File: config.mk
export PLATFORM = sky130hd
export DESIGN_NAME = fadd_rr_arbiter
export DESIGN_NICKNAME = d
export VERILOG_FILES = /design/src/rtl/fadd_rr_arbiter.sv
export SDC_FILE = /design/constraint.sdc
export NUM_CORES = 1
export LEC_CHECK = 0
export BUFFER_PORTS_ARGS = -buffer_cell sky130_fd_sc_hd__buf_2
export CORE_MARGIN = 1.5
export CORE_UTILIZATION = 51
export DETAILED_ROUTE_END_ITERATION = 10
export PLACE_DENSITY_LB_ADDON = 0.12
export SYNTH_ARGS = -nofsm -noshare
export SYNTH_HDL_FRONTEND = slang
export SYNTH_HIERARCHICAL = 1
export SYNTH_SLANG_ARGS = --single-unit
File: constraint.sdc
create_clock -name clk -period 14.9 [get_ports clk]
set_input_delay 0.745 -clock clk [delete_from_list [all_inputs] [get_ports clk]]
set_output_delay 0.745 -clock clk [all_outputs]
set_load 0.02 [all_outputs]
File: src/rtl/fadd_rr_arbiter.sv
// Round-robin arbiter sharing one combinational FP32 adder between NUM_REQ
// requesters; the sum is captured in a single output register tagged by requester.

module fadd (
  input  logic [31:0] i_a,
  input  logic [31:0] i_b,
  output logic [31:0] o_sum
);
  logic        w_exc_in;
  logic        w_swap;
  logic [31:0] w_big;
  logic [31:0] w_small;
  logic [7:0]  w_shift;
  logic [26:0] w_mbig;
  logic [26:0] w_msmall;
  logic [26:0] w_sum;
  logic [4:0]  w_lz;
  logic [9:0]  w_exp;

  assign w_exc_in = (&i_a[30:23]) || (&i_b[30:23]);
  assign w_swap   = i_b[30:0] > i_a[30:0];
  assign w_big    = w_swap ? i_b : i_a;
  assign w_small  = w_swap ? i_a : i_b;
  assign w_shift  = w_big[30:23] - w_small[30:23];

  // Subnormals flush to zero; two guard bits survive alignment, result truncates.
  assign w_mbig   = (|w_big[30:23])   ? {2'b01, w_big[22:0], 2'b00} : '0;
  assign w_msmall = (|w_small[30:23]) ? ({2'b01, w_small[22:0], 2'b00} >> w_shift) : '0;
  assign w_sum    = (w_big[31] == w_small[31]) ? (w_mbig + w_msmall) : (w_mbig - w_msmall);

  always_comb begin
    w_lz = '0;
    for (int unsigned i = 0; i < 27; i++) begin
      if (w_sum[i]) w_lz = 5'(26 - i);
    end
  end

  assign w_exp = {2'b00, w_big[30:23]} + 10'd1 - {5'b00000, w_lz};

  always_comb begin
    o_sum = '0;
    if (!w_exc_in && (w_sum != '0) && !w_exp[9] && (w_exp != '0) && (w_exp < 10'd255))
      o_sum = {w_big[31], w_exp[7:0], 23'((w_sum << w_lz) >> 3)};
  end
endmodule

module fadd_rr_arbiter #(
  parameter int NUM_REQ = 4,
  parameter int BIT_W   = 32,
  parameter int ID_W    = $clog2(NUM_REQ)
) (
  input  logic                     clk,
  input  logic                     rst,
  input  logic [NUM_REQ-1:0]       req_valid,
  output logic [NUM_REQ-1:0]       req_ready,
  input  logic [NUM_REQ*BIT_W-1:0] req_a,
  input  logic [NUM_REQ*BIT_W-1:0] req_b,
  output logic                     rsp_valid,
  input  logic                     rsp_ready,
  output logic [BIT_W-1:0]         rsp_data,
  output logic [ID_W-1:0]          rsp_id,
  output logic [31:0]              op_count
);
  logic [ID_W-1:0]  r_ptr;
  logic [ID_W-1:0]  r_rsp_id;
  logic [ID_W-1:0]  w_gnt_id;
  logic [ID_W-1:0]  w_ptr_nxt;
  logic [BIT_W-1:0] r_rsp_data;
  logic [BIT_W-1:0] w_op_a;
  logic [BIT_W-1:0] w_op_b;
  logic [BIT_W-1:0] w_sum;
  logic             r_rsp_valid;
  logic             w_slot_free;
  logic             w_any;
  logic             w_accept;
  logic [31:0]      r_op_count;

  // First valid requester at or after r_ptr, wrapping modulo NUM_REQ.
  always_comb begin
    int unsigned idx;
    idx      = 0;
    w_any    = 1'b0;
    w_gnt_id = '0;
    for (int unsigned k = 0; k < NUM_REQ; k++) begin
      idx = (32'(r_ptr) + k) % NUM_REQ;
      if (!w_any && req_valid[idx]) begin
        w_any    = 1'b1;
        w_gnt_id = ID_W'(idx);
      end
    end
  end

  assign w_slot_free = !r_rsp_valid || rsp_ready;
  assign w_accept    = w_any && w_slot_free && !rst;

  always_comb begin
    req_ready = '0;
    if (w_accept) req_ready[w_gnt_id] = 1'b1;
  end

  assign w_op_a    = req_a[w_gnt_id*BIT_W +: BIT_W];
  assign w_op_b    = req_b[w_gnt_id*BIT_W +: BIT_W];
  assign w_ptr_nxt = (w_gnt_id == ID_W'(NUM_REQ - 1)) ? '0 : w_gnt_id + 1'b1;

  fadd u_fadd (
    .i_a   (w_op_a),
    .i_b   (w_op_b),
    .o_sum (w_sum)
  );

  always_ff @(posedge clk) begin
    if (rst) begin
      r_rsp_valid <= 1'b0;
      r_rsp_data  <= '0;
      r_rsp_id    <= '0;
      r_op_count  <= '0;
      r_ptr       <= '0;
    end else if (w_accept) begin
      r_rsp_valid <= 1'b1;
      r_rsp_data  <= w_sum;
      r_rsp_id    <= w_gnt_id;
      r_ptr       <= w_ptr_nxt;
      if (r_op_count != '1) r_op_count <= r_op_count + 32'd1;
    end else if (rsp_ready) begin
      r_rsp_valid <= 1'b0;
    end
  end

  assign rsp_valid = r_rsp_valid;
  assign rsp_data  = r_rsp_data;
  assign rsp_id    = r_rsp_id;
  assign op_count  = r_op_count;
endmodule

==> results.ini <==
[synth]
syn_inst = 1876
avgSynthCellArea_um2 = 7.309
yosysTopAreaCell = mux2i_1
yosys-top-cells-count = 278 x mux2i_1, 230 x nand2_1, 151 x a21oi_1, 109 x nor2_1, 77 x o21ai_0
synth_top_cell_area_share_pct = 20.29
synthFlopType = dfxtp_1
syn-cell-area_um2 = 13710
yosysWarnings = 6
ys_ff_latch = 69
ys_seq_area_share_pct = 10.07
syn-num-nets = 2214
ys_types = 105
ys_async_sr_fraction_pct = 0
yosysMostFrequentCell = mux2i_1
synth_area_leaders = mux2i_1 20%, dfxtp_1 10%, ha_1 6.7%
synth_edf_count = 0

[cts]
worstSkewPairLatency_ns = 0.33
clk_path_buf_depth = 2
root_buffer = clkbuf_16
clk_pin_slew_ns = 0.06
tritoncts = done
numCtsBuffers = 9
h-tree-depth = 3
cts_sinks = 69

[critical_path]
endpoint_kind = flop
crit_slowest_cell = fa_1
cpPeakStageDelay_ns = 0.47
reg2reg_depth = 65
r2r_setup_slack_ns = 0.84
cp-start-kind = input pin
cp.arrival_ns = 14.35
cp_max_fo = 26
crit_type = input pin to flop
r2r-end = rsp_data[21]
cp_common_cell = a21oi_1
r2r_start = r_ptr[1]
required_ns = 15.17

[die]
fp.dieW_um = 167.0
design.portCount = 334
start_util_pct = 52.32
die_area_um2 = 27880
core.rowCount = 59
coreArea_um2 = 26210
die_h_um = 167.0

[routing]
routed_wl_mm = 55.81
final_antenna_net_count = 0
dr.pass1.iters = 6
remaining_drc_errors = 0
wl_per_cell_um = 21.92
drt-initial-drc-count = 1698
post_drt_via_cell_ratio = 6.444
dr_total_vias = 16410

[global_routing]
grt_pass1_vias = 15080
antenna_found_initial = 8
gr-total-overflow = 0
grt_max_degree = 57
grt_use_total_pct = 37.52
grt_pass1_wl_mm = 83.88

[final_layout]
nets = 2537
final_area_um2 = 16550
syn2layout_area_growth_pct = 20.69
layout-drive-gt1-share_pct = 24.56

[sta]
slew_headroom_pct = 24.35
clock_skew_ns = 0.004161
hold_viol_final = 0
setup_viol = 0
min_period_over_period_pct = 94.48
finalCriticalPeriod_ns = 14.08
tightestPinTransition_ns = 1.117
rsz0062_at_grt = true
fmax_mhz = 71.03
slew_viol_final = 0

[run]
cap_viol_max_count = 0

[min_path]
hold_path_depth = 2
hold_end = rsp_id[0]
min_from = rsp_id[0]
hp-class = flop to flop

[run_status]
outcome = completed

[place]
routabilityCongestion = 0.9816
port-buffer-count = 333
dpl.hpwl_mm = 44.62
dpl_cell_area_um2 = 16000

-- per-layer routing --
layer | share of wire [%] | up-vias | wire, um | GRT usage [%]
met1 | 43 | 7805 | 23720 | 49.77
li1 | - | 7709 | - | -
met3 | 7.5 | 123 | 4178 | 5.252
met4 | 3.3 | 0 | 1830 | 12.41
met2 | 47 | 770 | 26070 | 62.40
met5 | 0 | - | 0 | 0
-- area by class of cell --
cell class | instances | area (um2)
Antenna cell | 8 | 20.02
Clock buffer | 9 | 225.2
Clock inverter | 6 | 88.84
Fill cell | 2433 | 9658
Inverter | 82 | 324.1
Multi-Input combinational cell | 1602 | 11590
Sequential cell | 69 | 1381
Tap cell | 335 | 419.2
Timing Repair Buffer | 435 | 2502
-- sequential cells by signal, summed over array words and instances, names as in the netlist --
signal     flops
rsp_data      32
op_count      32
rsp_valid      1
rsp_id         2
r_ptr          2
-- worst max path at each step --
stage	endpoint	startpoint	cells after the start	slack, ns
4_1_cts	rsp_data[15]	req_valid[0]	65	0.16
2_1_floorplan	rsp_data[15]	req_valid[2]	72	0.04
3_3_place_gp	rsp_data[21]	req_valid[2]	63	0.25
5_1_grt	rsp_data[19]	req_valid[0]	67	-0.02
6_report	rsp_data[21]	req_valid[0]	65	0.82
3_5_place_dp	rsp_data[15]	req_valid[0]	65	-0.11
-- kinds of logic after synthesis --
logic type | Yosys count | share of synthesized area [%]
adder cells (fa/ha/maj) | 75 | 6.953
XOR/XNOR | 54 | 3.504
flip-flops | 69 | 10.07
buffers and inverters | 206 | 6.625
AND/OR/NAND/NOR | 647 | 23.71
multiplexers | 304 | 23.69
AO/OA/AOI/OAI | 521 | 25.45
-- through the flow --
step | setup TNS (ns) | hold WS, ns | util [%] | setup slack, ns | cells
2_1_floorplan | 0 | 0.5276 | - | 0.03726 | 1876
5_1_grt | -0.04104 | 0.4851 | 63.15 | -0.02303 | 2546
4_1_cts | 0 | 0.4707 | 62.26 | 0.1585 | 2528
6_report | 0 | 0.4704 | 63.15 | 0.8224 | 2546
3_3_place_gp | 0 | 0.4441 | 61.06 | 0.2468 | 2513
3_5_place_dp | -0.1774 | 0.4612 | 61.06 | -0.1056 | 2513
-- worst max-delay path: cells and delay by family --
| family | cells | cell delay (ns) |
|---|---|---|
| buf+inv | 9 | 1.69 |
| mux | 3 | 0.94 |
| compound gates | 23 | 4.71 |
| simple gates | 22 | 3.91 |
| xor+xnor | 3 | 0.69 |
| fa+ha+maj | 5 | 1.65 |
-- what timing repair did --
| action | CTS | global route |
|---|---|---|
| buffers inserted | 0 | 9 |
| gates resized for setup | 0 | 27 |
| hold buffers | 0 | 0 |
| setup endpoints to repair | 0 | 32 |
-- cell usage in the layout (no fill, tap or decap), types with 32 or more instances in the layout --
cell / count
buf_2: 333
nand3_1: 56
inv_1: 74
buf_4: 96
nor3_1: 45
nor2_1: 107
nand4_1: 32
nand2_1: 230
o21ai_0: 77
dfxtp_1: 69
mux2i_1: 271
a21oi_1: 150
ha_1: 72
o211ai_1: 59
Power is not shown: default switching activity piles up to over one toggle a cycle in this logic, so the estimate is an artifact.
